--- config.mk ---
export PLATFORM = sky130hd
export DESIGN_NAME = seg_serial_rx
export DESIGN_NICKNAME = d
export VERILOG_FILES = /design/src/rtl/seg_serial_rx.sv
export SDC_FILE = /design/constraint.sdc
export NUM_CORES = 1
export LEC_CHECK = 0
export ABC_AREA = 1
export ABC_CLOCK_PERIOD_IN_PS = 1780
export CAP_MARGIN = 15
export CORE_MARGIN = 10
export CORE_UTILIZATION = 38
export DETAILED_ROUTE_END_ITERATION = 10
export GPL_TIMING_DRIVEN = 0
export PLACE_DENSITY = 0.7
export SLEW_MARGIN = 20
export SYNTH_ARGS = -nofsm -noshare
export SYNTH_HDL_FRONTEND = slang
export SYNTH_SLANG_ARGS = --single-unit
--- constraint.sdc ---
create_clock -name clk -period 1.78 [get_ports clk]
set_input_delay 0.356 -clock clk [delete_from_list [all_inputs] [get_ports clk]]
set_output_delay 0.356 -clock clk [all_outputs]
set_load 0.005 [all_outputs]
--- src/rtl/seg_serial_rx.sv ---
// Receive side of the SEGLED serial link: deserialises a frame, latches it on PEN, flags bad lengths.
// Optional glyph-to-hex decode outputs are enabled by defining SEG_RX_DECODE_EN.
module seg_serial_rx #(
  parameter int WIDTH       = 64,
  parameter int SYNC_STAGES = 2,
  parameter int CNT_W       = 16
) (
  input  logic               clk,
  input  logic               rst_n,
  input  logic               SEGLED_CLK,
  input  logic               SEGLED_DO,
  input  logic               SEGLED_PEN,
  input  logic               SEGLED_CLR,
  output logic [WIDTH-1:0]   pattern,
  output logic               frame_valid,
  output logic               frame_err,
  output logic [CNT_W-1:0]   frame_cnt,
`ifdef SEG_RX_DECODE_EN
  output logic [WIDTH/2-1:0] data,
  output logic [WIDTH/8-1:0] digit_ok,
`endif
  output logic               busy
);

  localparam int BW = $clog2(WIDTH + 2);
  localparam logic [BW-1:0] CNT_FULL = BW'(WIDTH);
  localparam logic [BW-1:0] CNT_OVR  = BW'(WIDTH + 1);

  typedef enum logic [1:0] {ST_IDLE = 2'd0, ST_SHIFT = 2'd1, ST_COMMIT = 2'd2} state_t;

  logic [SYNC_STAGES-1:0] clk_sync_r, do_sync_r, pen_sync_r, clr_sync_r;
  logic                   clk_d_r, pen_d_r;
  logic                   clk_rise_s, pen_rise_s, clr_n_s, do_s;
  logic [WIDTH-1:0]       shreg_r, pattern_r;
  logic [BW-1:0]          bit_cnt_r, bit_cnt_nxt_s;
  logic [CNT_W-1:0]       frame_cnt_r;
  logic                   frame_valid_r, frame_err_r, busy_r;
  state_t                 state_r;

  // Synchronisers for all four link inputs plus edge-detect delay flops
  always_ff @(posedge clk or negedge rst_n) begin
    if (!rst_n) begin
      clk_sync_r <= '0;
      do_sync_r  <= '0;
      pen_sync_r <= '0;
      clr_sync_r <= '0;
      clk_d_r    <= 1'b0;
      pen_d_r    <= 1'b0;
    end else begin
      clk_sync_r <= {clk_sync_r[SYNC_STAGES-2:0], SEGLED_CLK};
      do_sync_r  <= {do_sync_r[SYNC_STAGES-2:0], SEGLED_DO};
      pen_sync_r <= {pen_sync_r[SYNC_STAGES-2:0], SEGLED_PEN};
      clr_sync_r <= {clr_sync_r[SYNC_STAGES-2:0], SEGLED_CLR};
      clk_d_r    <= clk_sync_r[SYNC_STAGES-1];
      pen_d_r    <= pen_sync_r[SYNC_STAGES-1];
    end
  end

  // Edge strobes and the saturating bit counter's next value
  always_comb begin
    do_s       = do_sync_r[SYNC_STAGES-1];
    clr_n_s    = clr_sync_r[SYNC_STAGES-1];
    clk_rise_s = clk_sync_r[SYNC_STAGES-1] & ~clk_d_r;
    pen_rise_s = pen_sync_r[SYNC_STAGES-1] & ~pen_d_r;
    if (clk_rise_s && (bit_cnt_r != CNT_OVR)) begin
      bit_cnt_nxt_s = bit_cnt_r + 1'b1;
    end else begin
      bit_cnt_nxt_s = bit_cnt_r;
    end
  end

  // Frame FSM: shift, commit or reject on the strobe, clear on CLR
  always_ff @(posedge clk or negedge rst_n) begin
    if (!rst_n) begin
      state_r       <= ST_IDLE;
      shreg_r       <= '0;
      bit_cnt_r     <= '0;
      pattern_r     <= '0;
      frame_cnt_r   <= '0;
      frame_valid_r <= 1'b0;
      frame_err_r   <= 1'b0;
      busy_r        <= 1'b0;
    end else begin
      frame_valid_r <= 1'b0;
      frame_err_r   <= 1'b0;
      if (!clr_n_s) begin
        state_r   <= ST_IDLE;
        shreg_r   <= '0;
        bit_cnt_r <= '0;
        busy_r    <= 1'b0;
      end else begin
        if (clk_rise_s) begin
          shreg_r <= {shreg_r[WIDTH-2:0], do_s};
        end
        case (state_r)
          ST_IDLE, ST_SHIFT: begin
            bit_cnt_r <= bit_cnt_nxt_s;
            if (pen_rise_s) begin
              state_r <= ST_COMMIT;
              busy_r  <= 1'b0;
            end else if (clk_rise_s) begin
              state_r <= ST_SHIFT;
              busy_r  <= 1'b1;
            end else begin
              state_r <= state_r;
              busy_r  <= busy_r;
            end
          end
          ST_COMMIT: begin
            if (bit_cnt_r == CNT_FULL) begin
              pattern_r     <= shreg_r;
              frame_valid_r <= 1'b1;
              frame_cnt_r   <= frame_cnt_r + 1'b1;
            end else begin
              frame_err_r <= 1'b1;
            end
            // A bit arriving during the commit cycle starts the next frame
            if (clk_rise_s) begin
              bit_cnt_r <= BW'(1);
              state_r   <= ST_SHIFT;
              busy_r    <= 1'b1;
            end else begin
              bit_cnt_r <= '0;
              state_r   <= ST_IDLE;
              busy_r    <= 1'b0;
            end
          end
          default: begin
            state_r   <= ST_IDLE;
            bit_cnt_r <= '0;
            busy_r    <= 1'b0;
          end
        endcase
      end
    end
  end

  assign pattern     = pattern_r;
  assign frame_valid = frame_valid_r;
  assign frame_err   = frame_err_r;
  assign frame_cnt   = frame_cnt_r;
  assign busy        = busy_r;

`ifdef SEG_RX_DECODE_EN
  // Returns {recognised, nibble} for an active-low {g..a} glyph
  function automatic logic [4:0] glyph_decode(input logic [6:0] seg_n);
    logic [6:0] seg;
    seg = ~seg_n;
    case (seg)
      7'h3F:   glyph_decode = {1'b1, 4'h0};
      7'h06:   glyph_decode = {1'b1, 4'h1};
      7'h5B:   glyph_decode = {1'b1, 4'h2};
      7'h4F:   glyph_decode = {1'b1, 4'h3};
      7'h66:   glyph_decode = {1'b1, 4'h4};
      7'h6D:   glyph_decode = {1'b1, 4'h5};
      7'h7D:   glyph_decode = {1'b1, 4'h6};
      7'h07:   glyph_decode = {1'b1, 4'h7};
      7'h7F:   glyph_decode = {1'b1, 4'h8};
      7'h6F:   glyph_decode = {1'b1, 4'h9};
      7'h77:   glyph_decode = {1'b1, 4'hA};
      7'h7C:   glyph_decode = {1'b1, 4'hB};
      7'h39:   glyph_decode = {1'b1, 4'hC};
      7'h5E:   glyph_decode = {1'b1, 4'hD};
      7'h79:   glyph_decode = {1'b1, 4'hE};
      7'h71:   glyph_decode = {1'b1, 4'hF};
      default: glyph_decode = {1'b0, 4'h0};
    endcase
  endfunction

  logic [WIDTH/2-1:0] data_r;
  logic [WIDTH/8-1:0] digit_ok_r;

  // Decoded view of the committed pattern, one cycle behind it
  always_ff @(posedge clk or negedge rst_n) begin
    if (!rst_n) begin
      data_r     <= '0;
      digit_ok_r <= '0;
    end else begin
      for (int k = 0; k < WIDTH / 8; k++) begin
        {digit_ok_r[k], data_r[4*k +: 4]} <= glyph_decode(pattern_r[8*k +: 7]);
      end
    end
  end

  assign data     = data_r;
  assign digit_ok = digit_ok_r;
`endif

endmodule

**Word-level counts from Yosys, hierarchy flattened**

Index checks and enable logic that the tools add are counted.

- Register bits: 166
- Latch bits: 0
- Bits in writable memories: 0
- ROM bits: 0
- Bits of input ports: 6
- Output and inout port bits: 83
- Memories kept: 0

- Add/subtract/negate cells: 2
- Multiply operators: 0
- Div/mod/pow operators: 0
- Order comparisons: 0
- Eq/ne operators: 7
- Shift-type cells: 0
- Multiplexer cells: 22
- Bitwise operators: 4
- Reduce and logical (&&, ||, !) cells: 4

Operator list:

| cell | number |
|---|---|
| two-way mux 64 bit | 2 |
| adder 16 x 1 -> 16 bit, second input constant | 1 |
| two-way mux 7 bit | 2 |
| one-hot mux 7 bit (2 select lines) | 1 |
| two-way mux 1 bit | 12 |
| adder 7 x 1 -> 7 bit, second input constant | 1 |
| == test 7 bit, second input constant | 1 |
| != test 7 bit, second input constant | 1 |
| two-way mux 2 bit | 3 |
| != test 4 bit, second input constant | 1 |
| one-hot mux 2 bit (2 select lines) | 1 |
| != test 3 bit, second input constant | 1 |
| AND reduction 3 bit | 1 |
| AND 1 bit | 2 |
| == test 2 x 1 -> 1 bit, second input constant | 1 |
| == test 2 bit, second input constant | 1 |
| logical NOT 2 bit | 1 |
| != test 2 x 1 -> 1 bit, second input constant | 1 |
| NOT 1 bit | 2 |
| one-hot mux 1 bit (2 select lines) | 1 |
| OR reduction 2 bit | 1 |
| logical AND 1 bit | 1 |

**Logic depth before layout (Yosys ltp)**

Gate-level depths: netlist of run 1.

- Word-level depth: 6
- Mapped depth: 9

**Worst setup path before layout of run 1**

No wires, ideal clock.

- Kind: reg2reg
- Start: reg bit_cnt_r[0]
- End: reg pattern_r[58], in the netlist pattern[58]
- Data arrival time: 1311 ps
- Setup slack: 339 ps
- Cell stages (with the launch flop): 10
- Buffers on the path: 2
- Cells stage by stage: dfrtp_1 > inv_1 > ha_1 > nand2_2 > nor2_4 > nand2_4 > buf_6 > buf_6 > nand2_1 > o21ai_1

- Longest elaborated chain between the ends: 2

RTL lines:

| item | line | RTL |
|---|---|---|
| from (decl) | 35 | `logic [BW-1:0] bit_cnt_r, bit_cnt_nxt_s;` |
| from (signal assigned) | 97 | `bit_cnt_r <= bit_cnt_nxt_s;` |
| == test 7 bit | 110 | `if (bit_cnt_r == CNT_FULL) begin` |
| AND reduction 3 bit (no line) | n/a |  |
| to (signal assigned) | 111 | `pattern_r <= shreg_r;` |
| to (decl) | 34 | `logic [WIDTH-1:0] shreg_r, pattern_r;` |

No other way between the ends.
A chain may end at the register's enable or synchronous reset.

**Worst setup path after layout of run 1**

- Start: reg frame_cnt_r[12], in the netlist frame_cnt[12]
- End: out frame_cnt[12]

RTL lines:

| item | line | RTL |
|---|---|---|
| from (decl) | 36 | `logic [CNT_W-1:0] frame_cnt_r;` |
| from (signal assigned) | 113 | `frame_cnt_r <= frame_cnt_r + 1'b1;` |
| to (decl) | 17 | `output logic [CNT_W-1:0] frame_cnt,` |

No word-level cell between the ends.

==> results of run 1 <==
==> power by group through the flow <==
| stage | logic, uW | registers, uW | clock network, uW |
|---|---|---|---|
| global placement | 225 | 3850 | 0 |
| detailed placement | 236 | 3850 | 0 |
| global route | 268 | 3780 | 3720 |
| finish | 236 | 3780 | 3480 |
| CTS | 240 | 3780 | 3560 |
| floorplan | 105 | 3850 | 0 |
==> cell type report <==
class,count,area [um^2],share of cell area
clock buffer,20,456.7,0.05490
sequential,165,4138,0.4974
tap,220,275.3,0.03309
inverter,95,356.6,0.04287
timing repair buffer,96,968.4,0.1164
buffer,30,202.7,0.02437
multi-input combinational,352,1815,0.2183
clock inverter,11,105.1,0.01264
==> synth_stat cells <==
master,number
a21oi_1,2
a31oi_1,1
buf_2,9
buf_4,6
buf_6,7
clkbuf_1,8
dfrtp_1,165
ha_1,4
inv_1,91
inv_2,4
nand2_1,130
nand2_2,1
nand2_4,1
nand3_1,16
nand3_2,2
nand4_1,8
nor2_1,25
nor2_2,1
nor2_4,7
nor3_1,2
o21ai_0,28
o21ai_1,45
o21ai_2,5
o22ai_1,65
xnor2_1,2
xor2_1,7
==> sequential cells by signal (all words and copies together), names as in the netlist <==
signal and count:
state_r 2, pen_d_r 1, pen_sync_r 2, pattern 64, frame_valid 1, clk_sync_r 2, clk_d_r 1, frame_cnt 16
clr_sync_r 2, frame_err 1, bit_cnt_r 7, shreg_r 64, do_sync_r 2
==> kinds of logic after synthesis <==
kind of cell,synth area share
fa+ha+maj,0.007712
flops,0.6362
xor+xnor,0.01215
buf+inv,0.08560
compound gates,0.1282
simple gates,0.1301
==> cells in the final DEF (no fill, tap or decap), drive strengths merged, types with 18 or more instances in the layout <==
cell type      count
o21ai             78
buf               30
clkdlybuf4s50     87
nand3             18
clkbuf            28
nand2            132
o22ai             65
dfrtp            165
inv               95
nor2              33
==> routing by layer <==
layer	vias up	track usage	wire length, um
met1	2310	0.1669	6775
met4	0	0.05294	253
met2	85	0.2072	6815
li1	2319	-	-
met3	20	0.04592	889
met5	-	0	0
==> how the worst max path moves through the flow <==
stage / to / from / slack [ns] / cells after the start
after global placement: pattern[54]$_DFFE_PN0P_ / rst_n / -6.40 / 1
after floorplan: pattern[58]$_DFFE_PN0P_ / bit_cnt_r[0]$_DFFE_PN0P_ / 0.34 / 9
after global routing: shreg_r[10]$_DFFE_PN0P_ / clk_sync_r[1]$_DFF_PN0_ / -0.004 / 7
after CTS: frame_cnt[9] / frame_cnt[9]$_DFFE_PN0P_ / 0.009 / 1
after detailed placement: pattern[60]$_DFFE_PN0P_ / bit_cnt_r[0]$_DFFE_PN0P_ / 0.03 / 7
final: frame_cnt[12] / frame_cnt[12]$_DFFE_PN0P_ / 0.05 / 1
==> metrics by stage <==
step	utilization	cell area [um^2]	instances	worst slack (ns)
global placement	0.4594	7646	950	-6.399
detailed placement	0.4614	7679	951	0.03397
global route	0.4998	8318	989	-0.003702
finish	0.4998	8318	989	0.05161
floorplan	-	6490	642	0.3390
CTS	0.4970	8270	985	0.008547
==> repair_timing <==
item                                    in CTS  in global routing
endpoints found under the hold margin       65                  0
hold buffers                                 1                  0
pin swaps                                    0                  1
endpoints found under the setup margin       6                 59
gates resized for setup                      4                 11
buffers inserted                             2                  4
==> out/qor.csv, run 1 <==
stage,metric,value,unit
yosys,synth_area,6490,um^2
hold_path,hold_class,reg2reg,
hold_path,hp-start,clk_sync_r[0]$_DFF_PN0_,
setup_path,slowest_delay,0.53,ns
die,placementRows,47,
route,drt_pre_antenna_iters,4,
clock_tree,numCtsBuffers,17,
die,start_util,0.3900,
placed_design,port_buffers,88,
sta,fin_crit_sh,0.9710,
sta,fin_tns_setup,0,ns
sta,whs,0.3470,ns
yosys,synthCells,642,
sta,slew_headroom,0.6485,
hold_path,min_to,clk_sync_r[1]$_DFF_PN0_,
yosys,synthDistinctLibCells,26,
hold_path,min_path_cells,0,
global_route,grt_pass1_vias,4703,
power,combPwrFrac,0.031,
setup_path,reg2regPathDepth,6,
finish,nets,767,
sta,timing.final.crit_period,1.728,ns
setup_path,crit_fanout,5,
clock_tree,clk_latency,0.43,ns
global_route,antenna_found_initial,0,
power,pwr-share-seq,0.505,
clock_tree,ctsLongestPathBuffers,2,
power,p_leak,0.003570,uW
die,coreArea,16640,um^2
setup_path,criticalPathCategory,reg2out,
setup_path,r2r_setup_slack,0.11,ns
power,swShare,0.2223,
yosys,yosys_register_bits,165,
global_route,grt_max_degree,101,
yosys,yosysTopAreaCellShare,0.6362,
sta,finalClockSkew,0.007178,ns
finish,antennaDiodeCount,0,
setup_path,cp.arrival,1.37,ns
power,powerDensity,900.9,nW/um^2
route,wl_per_cell,14.90,um
finish,n_fill_cell,1527,
sta,setup_viol_count_final,0,
sta,hold_violations,0,
clock_tree,cts_max_level,4,
setup_path,worstPathRequired,1.42,ns
sta,max_freq,578.6,MHz
setup_path,crit_buf_inv,1,
finish,drive_gt1_frac,0.1196,
sta,slew_viol_final,0,
global_route,grt_pass1_wl,23890,um
clock_tree,clock_sinks,165,
setup_path,critical_path.slowest_cell,clkdlybuf4s50_1,
die,io_pins,89,
route,drc,0,
route,wl,14730,um
route,drtIter0Drc,314,
setup_path,setup.worst_path.start_class,flop,
yosys,syn_area_per_cell,10.11,um^2
die,die_height,150.7,um
route,num_vias,4734,
power,total_power,7494,uW
clock_tree,cts_tree,done,
power,internal_power,5828,uW
setup_path,timing.rr.start,clk_d_r$_DFF_PN0_,
finish,area_delta_synth_final,28.17,%
setup_path,cpLargestDelayFamily,buffers and inverters,
global_route,grtUsageTotal,0.1332,
yosys,synth_area_leaders,"dfrtp_1 64%, nand2_1 7.5%, o22ai_1 6.3%, inv_1 5.3%, o21ai_1 3.5%",
run_status,outcome,finished clean,
power,irDropWorstVdd,0.6837,mV
placed_design,hpwl,10050,um
yosys,synth_top_cell_by_area,dfrtp_1,
flow_run,drv_cap,0,
yosys,synthesis.nets,652,
clock_tree,clkSlewWorstSetupHoldPaths,0.06,ns
setup_path,crit_chain,clkdlybuf4s50_1,
route,routed_via_density,4.787,
placed_design,gp_congestion,0.8388,
setup_path,regToRegEndpoint,shreg_r[3]$_DFFE_PN0P_,
die,die_w,150.7,um
global_route,grt-ovfl-total,0,
clock_tree,cts_root_buf,clkbuf_16,
power,p_clk_frac,0.464,
power,switching_power,1666,uW
setup_path,crit_path_end_kind,primary output,
yosys,synth_seq_area_share,0.6362,
die,die-area,22710,um^2
route,ant_nets,0,
yosys,ys_warn_count,0,
sta,tightest_slew,0.5273,ns
Note: power is estimated with default switching activity, not from simulation.
==> run 2, diff against run 1 <==
--- a/config.mk
+++ b/config.mk
@@ -12,6 +12,7 @@
 export CORE_UTILIZATION = 38
 export DETAILED_ROUTE_END_ITERATION = 10
 export GPL_TIMING_DRIVEN = 0
+export HOLD_SLACK_MARGIN = 0.02
 export PLACE_DENSITY = 0.7
 export SLEW_MARGIN = 20
 export SYNTH_ARGS = -nofsm -noshare
==> results of run 2 <==
No change in the layout: final DEF, timing and power equal those of run 1.
